[src/rtl/tilt_cmp_pkg.sv]
// tilt_cmp_pkg: shared FSM encoding and index-width helper for the tilt comparator.
package tilt_cmp_pkg;
  typedef enum logic [1:0] {IDLE, SCAN, UPDATE, DONE} state_t;
  // Candidates are idx_w(N)+1 bits wide; a set MSB encodes "no active axis".
  function automatic int idx_w(input int n);
    return n <= 1 ? 1 : $clog2(n);
  endfunction
endpackage

[src/rtl/tilt_mag_sat.sv]
// tilt_mag_sat: saturating absolute value of a signed sample (most-negative maps to max positive).
module tilt_mag_sat #(
  parameter int WIDTH = 8
) (
  input  logic [WIDTH-1:0] x,
  output logic [WIDTH-1:0] mag
);
  always_comb begin
    mag = !x[WIDTH-1] ? x : x == {1'b1, {(WIDTH-1){1'b0}}} ? {1'b0, {(WIDTH-1){1'b1}}} : -x;
  end
endmodule

[src/rtl/tilt_axis_compare.sv]
// tilt_axis_compare: per-axis hysteresis threshold, debounced dominant-axis argmax; IRQ output with TILT_CMP_IRQ_EN.
module tilt_axis_compare
  import tilt_cmp_pkg::*;
#(
  parameter int N_AXES     = 3,
  parameter int WIDTH      = 8,
  parameter int THRESH     = 16,
  parameter int HYST       = 4,
  parameter int STABLE_CNT = 2,
  localparam int IW        = idx_w(N_AXES)
) (
  input  logic                    MCLK,
  input  logic                    RST,
  input  logic                    TIC,
  input  logic                    COMPLETED,
  input  logic [N_AXES*WIDTH-1:0] AXIS_DATA,
  output logic                    RESCAN,
  output logic [N_AXES-1:0]       LED,
  output logic [N_AXES-1:0]       SIGN,
  output logic [IW-1:0]           DOM_AXIS,
  output logic                    DOM_VALID
`ifdef TILT_CMP_IRQ_EN
  ,output logic                   IRQ
`endif
);
  localparam int CW = idx_w(STABLE_CNT + 1);
  localparam logic [IW:0] NONE = {1'b1, {IW{1'b0}}};
  localparam logic [WIDTH-1:0] TH = WIDTH'(THRESH);
  localparam logic [WIDTH-1:0] LO = WIDTH'(THRESH - HYST);
  localparam logic [CW-1:0] SC = CW'(STABLE_CNT);
  state_t state, nxt;
  logic [IW-1:0] idx;
  logic [IW:0] best, cand;
  logic [WIDTH-1:0] bestmag, cur, mag;
  logic [N_AXES*WIDTH-1:0] samp;
  logic [N_AXES-1:0] active;
  logic [CW-1:0] cnt, cnt_nxt;
  logic act_nxt, take, last, settle, dom_v_nxt;
  logic [IW-1:0] dom_a_nxt;
`ifdef TILT_CMP_IRQ_EN
  logic chg;
`endif
  assign cur = samp[idx*WIDTH +: WIDTH];
  tilt_mag_sat #(.WIDTH(WIDTH)) u_mag (.x(cur), .mag(mag));
  always_comb begin
    last = idx == IW'(N_AXES - 1);
    nxt = state == IDLE ? (TIC && COMPLETED ? SCAN : IDLE) :
          state == SCAN ? (last ? UPDATE : SCAN) :
          state == UPDATE ? DONE : IDLE;
    RESCAN = state == DONE;
`ifdef TILT_CMP_IRQ_EN
    IRQ = state == DONE && chg;
`endif
    // A zero magnitude never counts as active, even when THRESH-HYST is 0.
    act_nxt = mag != '0 && (active[idx] ? mag >= LO : mag > TH);
    take = act_nxt && mag > bestmag;
    cnt_nxt = best == cand ? (cnt == SC ? cnt : cnt + 1'b1) : CW'(1);
    settle = cnt_nxt == SC;
    dom_a_nxt = settle ? best[IW-1:0] : DOM_AXIS;
    dom_v_nxt = settle ? !best[IW] : DOM_VALID;
  end
  always_ff @(posedge MCLK) begin
    if (RST) begin
      state <= IDLE;
      idx <= '0;
      best <= NONE;
      bestmag <= '0;
      samp <= '0;
      active <= '0;
      cand <= '0;
      cnt <= '0;
      LED <= '1;
      SIGN <= '1;
      DOM_AXIS <= '0;
      DOM_VALID <= 1'b0;
`ifdef TILT_CMP_IRQ_EN
      chg <= 1'b0;
`endif
    end else begin
      state <= nxt;
      if (state == IDLE && TIC && COMPLETED) begin
        samp <= AXIS_DATA;
        idx <= '0;
        best <= NONE;
        bestmag <= '0;
      end
      if (state == SCAN) begin
        active[idx] <= act_nxt;
        idx <= idx + 1'b1;
        if (take) begin
          best <= {1'b0, idx};
          bestmag <= mag;
        end
      end
      if (state == UPDATE) begin
        cand <= best;
        cnt <= cnt_nxt;
        DOM_AXIS <= dom_a_nxt;
        DOM_VALID <= dom_v_nxt;
        LED <= ~active;
        for (int i = 0; i < N_AXES; i++)
          if (active[i]) SIGN[i] <= ~samp[i*WIDTH + WIDTH - 1];
`ifdef TILT_CMP_IRQ_EN
        chg <= dom_a_nxt != DOM_AXIS || dom_v_nxt != DOM_VALID;
`endif
      end
    end
  end
endmodule

[config.mk]
export PLATFORM = sky130hd
export DESIGN_NAME = tilt_axis_compare
export DESIGN_NICKNAME = d
export VERILOG_FILES = /design/src/rtl/tilt_cmp_pkg.sv /design/src/rtl/tilt_mag_sat.sv /design/src/rtl/tilt_axis_compare.sv
export SDC_FILE = /design/constraint.sdc
export NUM_CORES = 1
export LEC_CHECK = 0
export CAP_MARGIN = 20
export CORE_MARGIN = 2
export CORE_UTILIZATION = 32
export CTS_BUF_LIST = sky130_fd_sc_hd__clkbuf_16
export CTS_CLUSTER_DIAMETER = 80
export DETAILED_ROUTE_END_ITERATION = 8
export PLACE_DENSITY = 0.49
export SLEW_MARGIN = 20
export SYNTH_ARGS = -nofsm -noshare
export SYNTH_HDL_FRONTEND = slang
export SYNTH_SLANG_ARGS = --single-unit
[constraint.sdc]
create_clock -name MCLK -period 3.9 [get_ports MCLK]
set_input_delay 0.39 -clock MCLK [delete_from_list [all_inputs] [get_ports MCLK]]
set_output_delay 0.39 -clock MCLK [all_outputs]
set_load 0.02 [all_outputs]
* Yosys cells after proc, flatten, opt, wreduce, memory -nomap -nowiden *
Index checks and enable logic that the tools add are counted.

operators by class
  order comparisons = 5
  add/sub/neg operators = 3
  reduce and logical (&&, ||, !) cells = 14
  eq/ne operators = 8
  mux-type cells = 23
  shift operators = 1
  bitwise gates (word level) = 4

operators with widths
  kind                                                 count
  two-way mux 8 bit                                    5
  indexed part select 24 x 6 -> 8 bit                  1
  two-way mux 2 bit                                    8
  == test 2 bit, second input constant                 5
  two-way mux 3 bit                                    3
  == test 8 bit, second input constant                 1
  >= comparator 8 x 4 -> 1 bit, second input constant  1
  > comparator 8 x 5 -> 1 bit, second input constant   1
  > comparator 8 bit                                   1
  negator 8 bit                                        1
  AND reduction 2 bit                                  4
  nonzero test 8 bit                                   1
  logical AND 1 bit                                    6
  adder 2 x 1 -> 2 bit, second input constant          2
  two-way mux 1 bit                                    4
  bitwise mux 3 bit                                    1
  == test 3 bit                                        1
  < comparator 2 x 3 -> 1 bit, second input constant   1
  NOT 1 bit                                            3
  NOT 3 bit                                            1
  binary-select mux 1 bit (select 2 bit)               1
  demux 1 bit (select 2 bit)                           1
  == test 2 x 1 -> 1 bit, second input constant        1
  >= comparator 2 x 1 -> 1 bit, second input constant  1
  other kinds (3)                                      3

storage, ports and cells
  logic and storage cells = 72
  input bits = 28
  register bits = 56
  output and inout bits = 10

* Longest topological paths before layout *
Gate-level depths: netlist of the first run.

  depth in word-level cells = 10
  depth in mapped cells = 19
  depth with buffers taken out = 16

* Hierarchy *
From an unflattened synthesis of the first run, not the netlist that was laid out.

unflattened totals
  cell total of the unflattened synthesis = 343
  area, all modules = 2806.4 um^2

modules (own cells, without submodules)
  module             area an instance (um^2)  seq. area each (um^2)  cells an instance  times used
  tilt_axis_compare  2608.8                   1121.1                 312                1
  tilt_mag_sat       197.7                    0.0                    31                 1

* Worst setup path after synthesis of the first run *
No wires, ideal clock.

  path kind = reg-to-reg
  start = reg idx[1]
  end = reg bestmag[0]
  required time = 3.779 ns
  setup time = 0.121 ns
  clock period less this slack = 3.674 ns
  buffers on the path = 4
  setup slack = 0.226 ns
  arrival time = 3.553 ns
  cell stages (with the launch flop) = 20
  path through = dfxtp_1 -> buf_6 -> buf_8 -> mux2i_1 -> o2bb2ai_1 -> inv_1 -> ha_1 -> o211ai_1 -> or4_4 -> or3_1 -> buf_2 -> nand2_1 -> ha_1 -> nand4_1 -> o21ai_0 -> a31oi_1 -> a211oi_2 -> nor3_2 -> buf_6 -> mux2_4

between the ends
  cells in the longest elaborated chain, start to end = 10
  elaborated cells on any way between the ends = 16
  those cells by class = add/sub (1); order compare (3); eq/ne (1); shift (1); mux (7); reduce/logical (3)

RTL lines
  element                                                                      RTL line                 text
  from (decl)                                                                  tilt_axis_compare.sv:32  logic [IW-1:0] idx;
  from (signal assigned)                                                       tilt_axis_compare.sv:89  idx <= idx + 1'b1;
  indexed part select 24 x 6 -> 8 bit                                          tilt_axis_compare.sv:43  assign cur = samp[idx*WIDTH +: WIDTH];
  negator 8 bit or == test 8 bit (tied branches)                               tilt_mag_sat.sv:9        mag = !x[WIDTH-1] ? x : x == {1'b1, {(WIDTH-1){1'b0}}} ? {1'b0, {(WIDTH-1){1'b1}}} : -x;
  two-way mux 8 bit (2 in series)                                              tilt_mag_sat.sv:9
  > comparator 8 x 5 -> 1 bit or >= comparator 8 x 4 -> 1 bit (tied branches)  tilt_axis_compare.sv:55  act_nxt = mag != '0 && (active[idx] ? mag >= LO : mag > TH);
  two-way mux 1 bit                                                            tilt_axis_compare.sv:55
  logical AND 1 bit                                                            tilt_axis_compare.sv:55
  logical AND 1 bit                                                            tilt_axis_compare.sv:56  take = act_nxt && mag > bestmag;
  two-way mux 8 bit (*)                                                        tilt_axis_compare.sv:90  if (take) begin
  two-way mux 8 bit (*)                                                        tilt_axis_compare.sv:87  if (state == SCAN) begin
  to (signal assigned)                                                         tilt_axis_compare.sv:92  bestmag <= mag;
  to (decl)                                                                    tilt_axis_compare.sv:34  logic [WIDTH-1:0] bestmag, cur, mag;

Mark *: on every way between the ends. The rest lies on a longest branch, timed or not. The select of a mux whose other input is x is not followed.
A chain may end at the register's enable or synchronous reset.

* Worst setup path in the final report of the first run *
  start = reg idx[1]
  end = reg bestmag[5]

The elaborated chain is that of the path after synthesis.

==> results of run 1 <==
==> placed cells by master, fill, tap and decap left out, types with 8 or more instances in the layout <==
cell type	n
a21oi_1	41
nand2_1	66
nand2b_1	9
o21ai_0	8
nor2_1	22
nor2b_1	8
clkdlybuf4s50_1	36
dfxtp_1	55
nor3_1	8
buf_4	14
mux2i_1	16
ha_1	12
inv_1	15
==> cell usage after synthesis, types with 6 or more instances <==
master	count
nand2_1	66
o2bb2ai_1	7
nor2_1	22
o21ai_0	9
nand2b_1	9
ha_1	12
clkbuf_1	15
nor2b_1	8
dfxtp_1	56
a21oi_1	41
mux2i_1	16
inv_1	14
nor3_1	10
mux2_4	6
==> power by group <==
group | switching [W] | internal (W) | total [W]
Clock | 0.000198 | 0.000234 | 0.000432
Sequential | 0.0000125 | 0.000588 | 0.000601
Combinational | 0.000123 | 0.000108 | 0.000231
Total | 0.000334 | 0.000931 | 0.00126
==> registers in the layout, indices dropped and copies added, names as in the netlist <==
signal	count
samp	24
bestmag	8
LED	3
SIGN	3
active	3
best	3
cand	3
DOM_AXIS	2
cnt	2
idx	2
state	2
DOM_VALID	1
==> final timing paths <==
check,to,depth (start not counted)
min,samp[11],2
max,bestmag[5],16
min reg2reg,samp[11],2
max reg2reg,bestmag[5],16
==> layer usage <==
metal	GRT usage (%)	up-vias	wire length, um
met5	0	-	0
met2	21.3	36	2810
met1	18.6	1085	3300
li1	-	1281	-
met3	3.65	7	226
met4	3.37	0	87
==> worst min-delay path, stage by stage, from the launching register on <==
cell	delay (ns)
dfxtp_1	0.31
nand2_1	0.05
a21oi_1	0.05
==> logic make-up (layout without fill, tap and decap cells) <==
kind of cell / Yosys count / after routing / share of synthesized area (%)
xor+xnor: 6 / 6 / 1.81
flops: 56 / 56 / 38.6
mux: 23 / 23 / 9.00
simple gates: 138 / 138 / 22.3
fa+ha+maj: 12 / 12 / 5.17
compound gates: 80 / 80 / 17.3
buf+inv: 36 / 73 / 5.77
==> metrics by stage <==
| step | hold slack [ns] | area (sq um) | setup WS, ns | setup TNS [ns] |
|---|---|---|---|---|
| 5_1_grt | 0.482 | 3550 | -0.0135 | -0.0705 |
| 6_report | 0.458 | 3550 | 0.264 | 0 |
| 3_5_place_dp | 0.450 | 3390 | 0.116 | 0 |
| 3_3_place_gp | 0.446 | 3390 | 0.0997 | 0 |
| 4_1_cts | 0.460 | 3530 | 0.0762 | 0 |
| 2_1_floorplan | 0.436 | 2900 | 0.226 | 0 |
==> area by class of cell <==
| type | count | area share [%] |
|---|---|---|
| Sequential cell | 56 | 31.6 |
| Multi-Input combinational cell | 259 | 45.7 |
| Timing Repair Buffer | 51 | 13.4 |
| Clock buffer | 5 | 3.52 |
| Clock inverter | 3 | 0.422 |
| Tap cell | 108 | 3.80 |
| Inverter | 14 | 1.48 |
==> repair_timing <==
| item | in CTS | in global routing |
|---|---|---|
| setup endpoints to repair | 0 | 11 |
| buffers inserted | 0 | 1 |
| gates resized for setup | 0 | 6 |
| hold buffers | 0 | 0 |
==> implementation parameters, run 1 <==
Parameter                              Value

Yosys
  Post-synth design cell area    2900 sq um
  Avg Inst Size Synth    8.27 sq um
  Register bit total from synthesis    56
  Yosys top cell by area    dfxtp_1
  Syn_nets    391
  Area fraction of the dominant cell type after synthesis    38.6%
  Proportion of register bits with asynchronous set or reset after synthesis    0%
  Largest cells by area after synthesis    dfxtp_1 39%, nand2_1 8.5%, a21oi_1 7.1%
  Total of warnings raised by yosys    0
  Fraction of the yosys area taken by sequential cells    38.6%
  Count of flip-flops with a built-in enable after synthesis    0
  Number of unique standard cell types used by synthesis    49
  Post-synth top flop    dfxtp_1
  Number of instances in the synthesized netlist    351

Worst setup path
  Endpoint class of the critical path    flip-flop
  Crit path max fanout    7
  Most common cell on crit path    ha_1
  Cell family contributing the most delay on the critical path    simple AND/OR/NAND/NOR gates
  CP required    4.08 ns
  Chain of cells forming the critical path    mux2i_1, o2bb2ai_1, inv_1, ha_1, o211ai_1, or4_4, or3_1, nand2_1, ha_1, nand4_1, o21ai_1, a31oi_1, a211oi_2, nor3_2, buf_6, mux2_4
  Setup slack of the worst register-to-register path    0.26 ns
  Worst r2r src    idx[1]
  Timing startpoint of the critical path    idx[1]
  Signal arrival time at the worst endpoint    3.81 ns
  CP max stage delay    0.47 ns
  Crit path max-delay cell type    or4_4
  CP startpoint kind    flip-flop
  WS Path Type    flip-flop to flip-flop
  Sum of buffers and inverters on the critical path    2

GRT
  Antenna violations before repair    0
  Gr ovfl total    0
  Via count of the first global-routing pass    2260
  Global-route wire length before repair    10.9 mm
  Pin count of the biggest net entering global routing    67
  Total GRT Usage    13.6%

Final layout
  Sequential standard cell area    1120 sq um
  Net count, final    427
  Area growth syn-to-layout    22.4%
  Fraction of final layout cells sized beyond drive strength 1    9.02%
  Non-filler cells, final    496
  Final antenna diode count    0
  Filler Cells Inserted    933
  Utilization of the core after routing    40.6%
  Area taken by multi-input logic gates    1630 sq um

Power
  P_leak    1.30 nW
  Tot Pwr    0.00126 W
  VDD IR max    0.149 mV
  Areal power density over the cells    356 nW/um^2

Timing
  Number of slew-limit violations in the final report    0
  Number of hold-slack violations in the final timing report    0
  Slew headroom    29.5%
  Clock period minus worst slack    3.64 ns
  Max Clk Rate    0.275 GHz
  Post-route clock period utilization    93.2%
  Number of endpoints failing setup at the final stage    0
  Transition at the pin with the smallest max-transition slack    1.06 ns
  Final clock skew    0.00505 ns

Clocking
  Post-CTS clock slew at the launch and capture registers of the worst setup and hold paths    0.07 ns
  Clock root buffer    clkbuf_16
  Total CTS buffers    5
  Largest buffer count on any clock path    2
  Clock tree from TritonCTS    yes
  Clk sinks    56
  Skew-Pair Late Insertion Delay    0.29 ns
  Count of H-tree levels built during CTS    2

Place
  Routability congestion estimate    0.775
  Final HPWL from detailed placement    4.64 mm
  Total instance count after detailed placement    487
  Input/output buffers    37

Floorplan
  Row Count    34
  Top-level port count    38
  Initial Utilization    33.1%
  Height of the die    99.3 um
  Die boundary width    99.3 um
  Core Box Area    8760 sq um
  Floorplan die area    9850 sq um

Drt
  DRC violations left    0
  Pre-antenna DRT Iters    4
  Detailed router's first-iteration violation count    99
  Via-to-Cell Ratio    4.86
  Detailed-route wire length    6.42 mm
  WL/cell    12.9 um
  Number of vias in the routed layout    2409
  Antenna-violating nets left    0

Hold path
  Min-delay src    samp[11]
  Worst min-delay path class    flip-flop to flip-flop

Run
  Maximum capacitance violations    0

Status
  Result of the run    finished clean
No activity file was read; power rests on OpenSTA's default activity.
==> run 2: changes to the inputs <==
CELL_PAD_IN_SITES_DETAIL_PLACEMENT = 1   (was unset)
CELL_PAD_IN_SITES_GLOBAL_PLACEMENT = 1   (was unset)
PLACE_DENSITY = 0.63   (was 0.49)
==> implementation parameters, run 2 (synthesized netlist as in run 1, its figures left out) <==
Parameter                              Value

Drt
  Antenna-violating nets left    0 (unchanged)
  Detailed-route wire length    7.32 mm (+14%)
  Via-to-Cell Ratio    5.01 (+3.1%)
  WL/cell    14.7 um (+13%)
  Number of vias in the routed layout    2498 (+3.7%)
  Pre-antenna DRT Iters    4 (unchanged)
  DRC violations left    0 (unchanged)
  Detailed router's first-iteration violation count    68 (-31%)

Clocking
  Clk sinks    56 (unchanged)
  Clock root buffer    clkbuf_16
  Clock tree from TritonCTS    yes
  Total CTS buffers    5 (unchanged)
  Count of H-tree levels built during CTS    2 (unchanged)
  Post-cts hold buffer count    0 (unchanged)
  Largest buffer count on any clock path    2 (unchanged)
  Post-CTS clock slew at the launch and capture registers of the worst setup and hold paths    0.07 ns (about the same)
  Skew-Pair Late Insertion Delay    0.29 ns (about the same)

Floorplan
  Top-level port count    38 (unchanged)
  Die boundary width    99.3 um (unchanged)
  Floorplan die area    9850 sq um (unchanged)
  Initial Utilization    33.1% (unchanged)
  Row Count    34 (unchanged)
  Core Box Area    8760 sq um (unchanged)
  Height of the die    99.3 um (unchanged)

Power
  Tot Pwr    0.00129 W (+1.8%)
  VDD IR max    0.176 mV (+18%)
  P_leak    1.32 nW (+2.0%)
  Areal power density over the cells    358 nW/um^2 (+0.76%)

Worst setup path
  Signal arrival time at the worst endpoint    3.79 ns (-0.02 ns)
  Most common cell on crit path    ha_1
  CP max stage delay    0.41 ns (-0.06 ns)
  Setup slack of the worst register-to-register path    0.29 ns (+0.03 ns)
  Crit path max-delay cell type    dfxtp_4
  Cell family contributing the most delay on the critical path    compound AO/OA/AOI/OAI gates
  Crit path max fanout    7 (unchanged)
  Worst r2r src    idx[1]
  Chain of cells forming the critical path    mux2i_2, o2bb2ai_2, inv_1, ha_1, o211ai_1, or2_2, o311a_1, ha_1, and4_1, nand4_1, a31o_1, a211oi_2, nor3_2, buf_4, mux2_4
  Number of cells on the worst reg-to-reg path    15 (-1)
  WS Path Type    flip-flop to flip-flop
  Endpoint of the most critical register-to-register path    bestmag[2]
  Sum of buffers and inverters on the critical path    2 (unchanged)
  Endpoint class of the critical path    flip-flop
  CP startpoint kind    flip-flop
  CP required    4.08 ns (about the same)

Hold path
  Min-delay src    samp[0]
  Worst min-delay path class    flip-flop to flip-flop
  Hold EP    samp[0]
  Worst hold path depth    2 (unchanged)

Timing
  Final-layout worst hold slack    0.460 ns (+0.00147 ns)
  Number of hold-slack violations in the final timing report    0 (unchanged)
  Transition at the pin with the smallest max-transition slack    1.03 ns (-0.0285 ns)
  Number of endpoints failing setup at the final stage    0 (unchanged)
  Final clock skew    0.00559 ns (+0.000543 ns)
  Unrepaired setup endpoints after global routing    false
  Max Clk Rate    0.277 GHz (+0.70%)
  Clock period minus worst slack    3.61 ns (-0.0254 ns)
  Post-route clock period utilization    92.6% (-0.65 points)
  Number of slew-limit violations in the final report    0 (unchanged)
  Slew headroom    31.4% (+1.9 points)
  Fin Setup TNS    0 ns (unchanged)

Final layout
  Net count, final    430 (+0.70%)
  Fraction of final layout cells sized beyond drive strength 1    10.5% (+1.5 points)
  Final antenna diode count    0 (unchanged)
  Regs by FF count    samp (24), bestmag (8)
  Area growth syn-to-layout    23.6%
  Register with the highest flop count    samp
  Commonest non-fill, non-tap cell in the layout    nand2_1
  Max FFs per register    24 (unchanged)
  Commonest non-fill, non-tap cells in the layout    66 x nand2_1, 55 x dfxtp_1, 41 x a21oi_1

GRT
  Pin count of the biggest net entering global routing    40 (-40%)
  Global-route wire length before repair    12.3 mm (+14%)
  Total GRT Usage    15.4% (+1.8 points)
  Gr ovfl total    0 (unchanged)
  Via count of the first global-routing pass    2533 (+12%)
  Antenna violations before repair    0 (unchanged)

Place
  Input/output buffers    37 (unchanged)
  Final HPWL from detailed placement    5.43 mm (+17%)
  Routability congestion estimate    0.781 (+0.74%)

Run
  Maximum capacitance violations    0 (unchanged)

Status
  Result of the run    finished clean
-- run 2: cell count changes in the layout (fill, tap and decap cells not counted), sizes merged --
cell | before | now
clkinvlp | 1 | 0
buf | 15 | 18
inv | 15 | 16
-- run 2: cell type report --
| type | count | area [sq um] |
|---|---|---|
| inverters | 14 | 52.6 |
| repair buffers | 54 | 493 |
| well taps | 108 | 135 |
| fillers | 1057 | 5170 |
| clock buffers | 5 | 125 |
| clock inverters | 3 | 16.3 |
| multi-input cells | 259 | 1640 |
| flip-flops and latches | 56 | 1120 |
-- run 2: worst register-to-register path, cell delays in order, from the launching register on --
cell       delay [ns]
dfxtp_4          0.41
mux2i_2          0.24
o2bb2ai_2        0.12
inv_1            0.07
ha_1             0.17
o211ai_1         0.16
or2_2            0.31
o311a_1          0.40
ha_1             0.30
and4_1           0.21
nand4_1          0.12
a31o_1           0.21
a211oi_2         0.24
nor3_2           0.07
buf_4            0.18
mux2_4           0.30
-- run 2: what timing repair did --
action                                  4_1_cts  5_1_grt
gates resized for setup                       0        9
buffers inserted                              0        3
endpoints found under the setup margin        0       11
-- run 2: per-stage QoR --
step | utilization, % | instance area (sq um) | std cells | setup slack (ns)
global placement | 38.7 | 3390 | 488 | 0.215
finish | 41.0 | 3590 | 499 | 0.289
global route | 41.0 | 3590 | 499 | 0.0273
CTS | 40.3 | 3540 | 496 | 0.0190
floorplan | - | 2900 | 351 | 0.226
detailed placement | 38.7 | 3390 | 488 | 0.0420
-- run 2: per-layer routing --
metal | global-route usage (%) | wire [um]
met5 | 0 | 0
met4 | 3.79 | 64
met3 | 2.39 | 167
met2 | 26.6 | 3540
met1 | 20.2 | 3540
-- run 2: worst max-delay path by stage --
| stage | to | slack, ns | depth (start not counted) | start |
|---|---|---|---|---|
| floorplan | bestmag[0] | 0.23 | 19 | idx[1] |
| global placement | bestmag[1] | 0.21 | 16 | idx[1] |
| detailed placement | bestmag[2] | 0.04 | 16 | idx[1] |
| CTS | bestmag[2] | 0.02 | 16 | idx[1] |
| global route | bestmag[7] | 0.03 | 16 | idx[1] |
| finish | bestmag[2] | 0.29 | 15 | idx[1] |
-- run 2: power breakdown --
part	internal, W	total, W	switching [W]
sequential	0.000588	0.000602	0.0000134
combinational	0.000115	0.000245	0.000130
clock	0.000235	0.000439	0.000204
total	0.000939	0.00129	0.000348
==> run 3: changes to the inputs <==
CORE_UTILIZATION = 41   (was 32)
PLACE_DENSITY = 0.75   (was 0.63)
clock period = 3.35 ns   (was 3.9 ns; I/O delays follow)
==> implementation parameters, run 3 (synthesized netlist as in run 1, its figures left out) <==
Parameter                              Value

Hold path
  Hold EP    samp[6]
  Min-delay src    samp[6]
  Worst hold path depth    2 (unchanged)
  Worst min-delay path class    flip-flop to flip-flop

Worst setup path
  Setup slack of the worst register-to-register path    -0.28 ns (-0.56 ns)
  Number of cells on the worst reg-to-reg path    14 (-1)
  Timing startpoint of the critical path    idx[1]
  Sum of buffers and inverters on the critical path    2 (unchanged)
  Signal arrival time at the worst endpoint    3.81 ns (+0.02 ns)
  Endpoint class of the critical path    flip-flop
  Crit path max fanout    8 (+1)
  CP required    3.53 ns (-0.55 ns)
  WS Path Type    flip-flop to flip-flop
  Cell family contributing the most delay on the critical path    simple AND/OR/NAND/NOR gates
  Chain of cells forming the critical path    buf_12, mux2i_1, o2bb2ai_2, or4_4, or3_4, nand2_4, ha_4, nor2b_4, o21ai_2, a31oi_1, a211oi_2, nor3_2, clkbuf_16, mux2_4
  CP startpoint kind    flip-flop
  Crit path max-delay cell type    or4_4
  CP max stage delay    0.61 ns (+0.20 ns)
  Worst r2r src    idx[1]
  Endpoint of the most critical register-to-register path    bestmag[7]

Floorplan
  Core Box Area    6830 sq um (-22%)
  Initial Utilization    42.5% (+9.4 points)
  Height of the die    88.2 um (-11%)
  Top-level port count    38 (unchanged)
  Die boundary width    88.2 um (-11%)
  Row Count    30 (-12%)
  Floorplan die area    7770 sq um (-21%)

Clocking
  Total CTS buffers    5 (unchanged)
  Post-CTS clock slew at the launch and capture registers of the worst setup and hold paths    0.08 ns (about the same)
  Count of H-tree levels built during CTS    2 (unchanged)
  Largest buffer count on any clock path    2 (unchanged)
  Clock tree from TritonCTS    yes
  Post-cts hold buffer count    0 (unchanged)
  Clock root buffer    clkbuf_16
  Clk sinks    56 (unchanged)
  Skew-Pair Late Insertion Delay    0.29 ns (about the same)

Final layout
  Net count, final    451 (+4.9%)
  Utilization of the core after routing    57.3% (+16 points)
  Sequential standard cell area    1120 sq um (unchanged)
  Area growth syn-to-layout    34.8%
  Max FFs per register    24 (unchanged)
  Fraction of final layout cells sized beyond drive strength 1    19.7% (+9.2 points)
  Commonest non-fill, non-tap cells in the layout    65 x nand2_1, 55 x dfxtp_1, 39 x a21oi_1
  Register with the highest flop count    samp
  Area taken by multi-input logic gates    1760 sq um (+7.2%)
  Regs by FF count    samp (24), bestmag (8)
  Filler Cells Inserted    814 (-23%)
  Final Cell Area    3920 sq um (+9.1%)
  Final antenna diode count    0 (unchanged)
  Commonest non-fill, non-tap cell in the layout    nand2_1

Place
  Final HPWL from detailed placement    5.62 mm (+3.6%)
  Input/output buffers    37 (unchanged)
  Post-placement setup slack    -0.347 ns (-0.389 ns)
  Cell Area, Placed    3530 sq um (+4.0%)
  Routability congestion estimate    0.845 (+8.2%)

Power
  P_leak    1.48 nW (+12%)
  VDD IR max    0.263 mV (+50%)
  Areal power density over the cells    429 nW/um^2 (+20%)
  Tot Pwr    0.00168 W (+31%)

GRT
  Total GRT Usage    21.3% (+5.9 points)
  Gr ovfl total    0 (unchanged)
  Antenna violations before repair    0 (unchanged)
  Global-route wire length before repair    13.0 mm (+5.3%)
  Pin count of the biggest net entering global routing    38 (-5.0%)
  Via count of the first global-routing pass    2694 (+6.4%)

Drt
  WL/cell    16.0 um (+9.1%)
  Antenna-violating nets left    0 (unchanged)
  Number of vias in the routed layout    2705 (+8.3%)
  Pre-antenna DRT Iters    4 (unchanged)
  DRC violations left    0 (unchanged)
  Detailed-route wire length    8.13 mm (+11%)
  Detailed router's first-iteration violation count    98 (+44%)
  Via-to-Cell Ratio    5.32 (+6.4%)

Timing
  Number of endpoints failing setup at the final stage    11 (+11)
  Slew headroom    40.9% (+9.6 points)
  Max Clk Rate    0.276 GHz (-0.40%)
  Worst Slack Setup Final    -0.275 ns (-0.564 ns)
  Number of slew-limit violations in the final report    0 (unchanged)
  Unrepaired setup endpoints after global routing    true
  Post-route clock period utilization    108% (+16 points)
  Clock period minus worst slack    3.63 ns (+0.0143 ns)
  Transition at the pin with the smallest max-transition slack    0.884 ns (-0.142 ns)
  Number of hold-slack violations in the final timing report    0 (unchanged)
  Final clock skew    0.00398 ns (-0.00162 ns)

Status
  Result of the run    complete, but fails checks
  Violated checks    setup timing

Run
  Maximum capacitance violations    0 (unchanged)
-- run 3: cell count changes in the layout (fill, tap and decap cells not counted), moves of 3 or more --
cell	previous run	this run
buf_4	17	35
inv_1	16	12
mux2i_1	15	12
o2bb2ai_1	6	2
o2bb2ai_2	1	5
-- run 3: metrics by stage --
stage / hold slack (ns) / cells / setup TNS, ns
5_1_grt: 0.489 / 508 / -4.31
2_1_floorplan: 0.436 / 351 / -2.19
3_5_place_dp: 0.452 / 493 / -3.21
6_report: 0.465 / 508 / -2.63
3_3_place_gp: 0.443 / 493 / -1.15
4_1_cts: 0.462 / 505 / -1.97
-- run 3: worst reg2reg max path, cell delays in order (launching register included) --
cell and delay [ns]:
dfxtp_4 0.41, buf_12 0.12, mux2i_1 0.30, o2bb2ai_2 0.16, or4_4 0.62, or3_4 0.44
nand2_4 0.08, ha_4 0.20, nor2b_4 0.12, o21ai_2 0.16, a31oi_1 0.12, a211oi_2 0.25
nor3_2 0.08, clkbuf_16 0.17, mux2_4 0.30
-- run 3: how the worst max path moves through the flow --
| stage | slack (ns) | cells past startpoint | end |
|---|---|---|---|
| floorplan | -0.28 | 19 | bestmag[0] |
| global placement | -0.12 | 17 | bestmag[5] |
| detailed placement | -0.35 | 17 | bestmag[7] |
| CTS | -0.20 | 16 | bestmag[7] |
| global route | -0.42 | 16 | bestmag[7] |
| finish | -0.28 | 14 | bestmag[7] |
-- run 3: layout make-up --
class / instances / area share, %
multi-input combinational: 259 / 45.0
sequential: 56 / 28.7
timing repair buffer: 75 / 17.5
clock buffer: 5 / 3.20
tap: 96 / 3.07
inverter: 14 / 1.34
clock inverter: 3 / 1.18
-- run 3: repair_timing --
item | 4_1_cts | 5_1_grt
buffers inserted | 4 | 3
resized for setup | 17 | 16
pin swaps | 7 | 11
cloned | 0 | 0
setup endpoints to repair | 11 | 11
-- run 3: power by group --
part / switching, W / total (W) / internal [W]
sequential: 0.0000165 / 0.000701 / 0.000685
combinational: 0.000185 / 0.000365 / 0.000180
clock: 0.000257 / 0.000614 / 0.000358
-- run 3: routing by layer --
layer | routed length [um] | global-route usage (%) | vias to the layer above | share of wire, %
met5 | 0 | 0 | - | 0
met4 | 129 | 3.99 | 0 | 1.6
met3 | 256 | 3.58 | 16 | 3.2
met2 | 4220 | 39.2 | 55 | 52
met1 | 3520 | 26.0 | 1309 | 43
li1 | - | - | 1325 | -
==> variant 1, RTL diff (config.mk and constraints of run 3) <==
`WIDTH` is set to 8 in 2 places; all go to 7.
--- a/src/rtl/tilt_mag_sat.sv
+++ b/src/rtl/tilt_mag_sat.sv
@@ -1,6 +1,6 @@
 // tilt_mag_sat: saturating absolute value of a signed sample (most-negative maps to max positive).
 module tilt_mag_sat #(
-  parameter int WIDTH = 8
+  parameter int WIDTH = 7
 ) (
   input  logic [WIDTH-1:0] x,
   output logic [WIDTH-1:0] mag
--- a/src/rtl/tilt_axis_compare.sv
+++ b/src/rtl/tilt_axis_compare.sv
@@ -3,7 +3,7 @@
   import tilt_cmp_pkg::*;
 #(
   parameter int N_AXES     = 3,
-  parameter int WIDTH      = 8,
+  parameter int WIDTH      = 7,
   parameter int THRESH     = 16,
   parameter int HYST       = 4,
   parameter int STABLE_CNT = 2,
Ports: changed (resized AXIS_DATA); port bits go from 38 to 35. No check against the original RTL was run, so the function may have changed too.
==> variant 1 against run 3 <==
Clock skew grew 0.0016 ns; power shrank 7.4%; via count shrank 14%; global-route usage shrank 1.7 points; sequential cell count shrank 4; routed wire length shrank 13%; synthesized area shrank 6.7%; count of clock-buffer cells in the layout is the same; final cell count shrank 14%; worst setup slack gained 0.40 ns; final area shrank 10%.
==> variant 1: results (changes against run 3) <==
Power and ir drop
  – Max IR drop VDD: 0.000268 V (+2.0%)
  – Sw Share: 27.1% (-0.14 points)

Placement
  – Post-DP HPWL: 4760 um (-15%)
  – Post-Place Worst Slack: -0.0610 ns (+0.286 ns)
  – Number of buffers added on ports: 34 (-8.1%)

Finish
  – Largest regs: samp: 21 flops, bestmag: 7 flops
  – Share of layout cells above drive strength 1: 19.4% (-0.22 points)
  – Synth-to-Final Area Change: 30.0%
  – Layout fillers: 743 (-8.7%)

STA
  – Final period util: 96.4% (-12 points)
  – Worst Max-Slew Pin Slew: 0.884 ns (-0.000274 ns)
  – Clock Skew: 0.00561 ns (+0.00164 ns)

Outcome
  – Outcome: finished, final reports clean

Detailed routing
  – Per-cell routed wire length: 16.1 um (+0.83%)
  – DRT Wirelength: 7050 um (-13%)
  – Via Count: 2327 (-14%)

Global route
  – M2 GR Usage: 33.4% (-5.9 points)
  – Largest net degree at the start of global routing: 41 (+7.9%)
  – Global-route wire length before repair: 11200 um (-13%)
  – Grt met3 use: 3.31% (-0.27 points)
  – Total track usage: 19.6% (-1.7 points)
  – Met1 Resource Use GR: 24.8% (-1.2 points)

Critical path
  – Crit path largest cell delay: 0.38 ns (-0.23 ns)
  – Worst path arrival time: 3.40 ns (-0.41 ns)
  – Critical path's slowest cell: dfxtp_4
  – R2R Path End: bestmag[3]$_SDFF_PP0_

Synthesis
  – Synth cell count leaders: nand2_1 (68), dfxtp_1 (52), a21oi_1 (33)
  – Net count after synthesis: 343 (-12%)
  – Ranking of synthesized cells by area: dfxtp_1 (38%), nand2_1 (9.4%), a21oi_1 (6.1%)

Min path
  – Hold EP: samp[19]$_SDFFE_PP0P_
  – Worst Hold Launch: samp[19]$_SDFFE_PP0P_
-- variant 1: cell count changes after synthesis, moves of 6 or more --
| cell | before | now |
|---|---|---|
| nor3_1 | 10 | 3 |
| mux2i_1 | 16 | 10 |
| nor2_1 | 22 | 14 |
| a21oi_1 | 41 | 33 |
| o2bb2ai_1 | 7 | 1 |
-- variant 1: timing repair --
action                                  in CTS  in global routing
gates cloned                                 0                  1
hold buffers                                 0                  0
gates resized for setup                      2                 17
pin swaps                                    2                 12
endpoints found under the setup margin      10                 10
buffers inserted                             2                  7
-- variant 1: worst max path at each step --
stage | start | endpoint | cells after the start
floorplan | idx[1]$_SDFFE_PP0P_ | bestmag[3]$_SDFF_PP0_ | 16
global placement | idx[1]$_SDFFE_PP0P_ | bestmag[3]$_SDFF_PP0_ | 15
detailed placement | idx[1]$_SDFFE_PP0P_ | bestmag[3]$_SDFF_PP0_ | 15
CTS | idx[1]$_SDFFE_PP0P_ | bestmag[3]$_SDFF_PP0_ | 15
global route | idx[1]$_SDFFE_PP0P_ | bestmag[3]$_SDFF_PP0_ | 15
finish | idx[1]$_SDFFE_PP0P_ | bestmag[3]$_SDFF_PP0_ | 15
-- variant 1: final cells by class --
type | count | share of cell area [%]
clock buffers | 5 | 3.55
clock inverters | 3 | 1.21
inverters | 13 | 1.38
multi-input cells | 225 | 45.5
flip-flops and latches | 52 | 29.7
well taps | 77 | 2.73
repair buffers | 62 | 15.9
-- variant 1: critical path: cells and delay by family (launching register included) --
family / cells / cell delay, ns
mux: 1 / 0.30
buf+inv: 1 / 0.07
fa+ha+maj: 2 / 0.46
simple gates: 6 / 0.92
flops: 1 / 0.38
compound gates: 5 / 0.96
-- variant 1: power by group through the flow --
stage / sequential, mW / clock (mW) / combinational (mW)
6_report: 0.650 / 0.598 / 0.308
5_1_grt: 0.652 / 0.639 / 0.335
4_1_cts: 0.650 / 0.604 / 0.268
3_5_place_dp: 0.665 / 0 / 0.263
3_3_place_gp: 0.664 / 0 / 0.252
2_1_floorplan: 0.659 / 0 / 0.174
-- variant 1: logic make-up after synthesis --
family                   after synthesis  synth area share (%)
AND/OR/NAND/NOR                      114                  20.7
AO/OA/AOI/OAI                         76                  21.3
flip-flops                            52                  38.4
buffers and inverters                 31                  5.12
multiplexers                          16                  6.60
adder cells (fa/ha/maj)               11                  5.08
XOR/XNOR                               6                  2.63
other                                  1                 0.138
-- variant 1: layer usage --
layer  vias up  routed length (um)
met5         -                   0
met4         0                 118
met3         8                 163
met2        33                3530
met1      1116                3240
li1       1170                   -
-- variant 1: per-stage QoR --
step                      power, mW  hold slack [ns]
after floorplan               0.834            0.432
after detailed placement      0.927            0.451
after global placement        0.917            0.443
after global routing           1.63            0.485
after CTS                      1.52            0.461
final                          1.56            0.458
==> variant 2, RTL diff (settings of run 3) <==
Without the edit above. Make the reset (`RST`) asynchronous in one clocked block.
--- a/src/rtl/tilt_axis_compare.sv
+++ b/src/rtl/tilt_axis_compare.sv
@@ -59,7 +59,7 @@
     dom_a_nxt = settle ? best[IW-1:0] : DOM_AXIS;
     dom_v_nxt = settle ? !best[IW] : DOM_VALID;
   end
-  always_ff @(posedge MCLK) begin
+  always_ff @(posedge MCLK or posedge RST) begin
     if (RST) begin
       state <= IDLE;
       idx <= '0;
Function: differs if RST is asserted again (counterexample within 10 cycles, from zero or initial values and one cycle with RST high); with RST held inactive, the same outputs for 10 cycles.
==> variant 2 against run 3 <==
The flow still finishes with violations (negative setup slack); critical path depth rose by 3; synthesized area rose by 5.8%; count of clock-buffer cells in the layout unchanged; final area rose by 3.7%; routed wire length down 3.0%; worst setup slack better by 0.17 ns; sequential cell count unchanged; global-route usage decreased by 0.81 points; critical endpoint is now bestmag[5]$_DFF_PP0_.
Power is left out: it rests on default switching activity, and per cell area and clock period it moved more than threefold.
==> variant 2: results (changes against run 3) <==
Detailed routing
  – Via Count: 2535 (-6.3%)
  – Per-cell routed wire length: 15.8 um (-1.1%)
  – DRT Wirelength: 7880 um (-3.0%)

Clock tree
  – Post-CTS Repair Setup Buffers: 5 (+1)
  – Cells resized by post-CTS repair: 8 (-9)

STA
  – Clock Skew: 0.00465 ns (+0.000670 ns)
  – Final setup viols: 11 (unchanged)
  – WHS: 0.400 ns (-0.0649 ns)
  – Worst Max-Slew Pin Slew: 0.994 ns (+0.110 ns)
  – Worst setup margin: -0.106 ns (+0.169 ns)

Critical path
  – FF-to-FF path depth: 17 (+3)
  – R2R Path End: bestmag[5]$_DFF_PP0_
  – Crit-path leading delay family: compound AO/OA/AOI/OAI gates
  – CP max FO: 7 (-1)
  – First element of the critical path: idx[1]$_DFFE_PP0P_
  – Critical path's slowest cell: dfrtp_1
  – Worst path arrival time: 3.63 ns (-0.18 ns)
  – Crit path largest cell delay: 0.41 ns (-0.20 ns)

Placement
  – Post-Place Worst Slack: -0.271 ns (+0.0762 ns)
  – Gpl congestion: 0.820 (-2.9%)
  – Post-DP HPWL: 5900 um (+5.0%)
  – Placed cells: 482 (-2.2%)

Synthesis
  – Synth async-reset ratio: 100% (+100 points)
  – Distinct cell type count after synthesis: 48 (-2.0%)
  – Net count after synthesis: 367 (-6.1%)
  – Dominant synthesized flop cell: dfrtp_1
  – Syn Inst Count: 327 (-6.8%)
  – Ranking of synthesized cells by area: dfrtp_1 (40%), nand2_1 (13%), dfstp_2 (6.0%)
  – Synth cell count leaders: nand2_1 (105), dfrtp_1 (49), inv_1 (15)

Min path
  – Hold Crit Class: input pin to async pin

Finish
  – Share of layout cells above drive strength 1: 24.3% (+4.7 points)
  – Final Net Count: 438 (-2.9%)

Global route
  – Largest net degree at the start of global routing: 33 (-13%)
  – Total track usage: 20.5% (-0.81 points)
  – Vias in the first global route: 2784 (+3.3%)

Outcome
  – Outcome: finished with violations
  – Failing checks: negative setup slack
[variant 2: cell count changes in the layout (fill, tap and decap cells not counted), moves of 9 or more]
cell / change
dfrtp_1: +49
dfxtp_1: -55
nand2_1: +39
nor2_1: -9
a21oi_1: -29
[variant 2: kinds of logic after synthesis]
group                      share of synthesized area (%)
xor gates and xnor gates                            1.71
muxes                                               7.57
and+or+nand+nor                                     21.0
AOI/OAI and AO/OA                                   13.6
buffers and inverters                               5.01
DFF                                                 45.9
adders and majority gates                           5.25
[variant 2: layer usage]
metal  share of wire [%]  up-vias  wire (um)  global-route usage [%]
li1                    -     1239          -                       -
met1                  42     1239       3290                    24.2
met2                  54       42       4260                    38.4
met3                 2.3       15        185                    3.17
met4                 1.8        0        144                    5.13
met5                   0        -          0                       0
[variant 2: layout make-up]
class,count,area [um^2]
fill,840,3190
multi-input combinational,242,1640
sequential,56,1410
timing repair buffer,78,691
clock buffer,5,125
tap,99,124
inverter,15,56.3
clock inverter,3,20.0
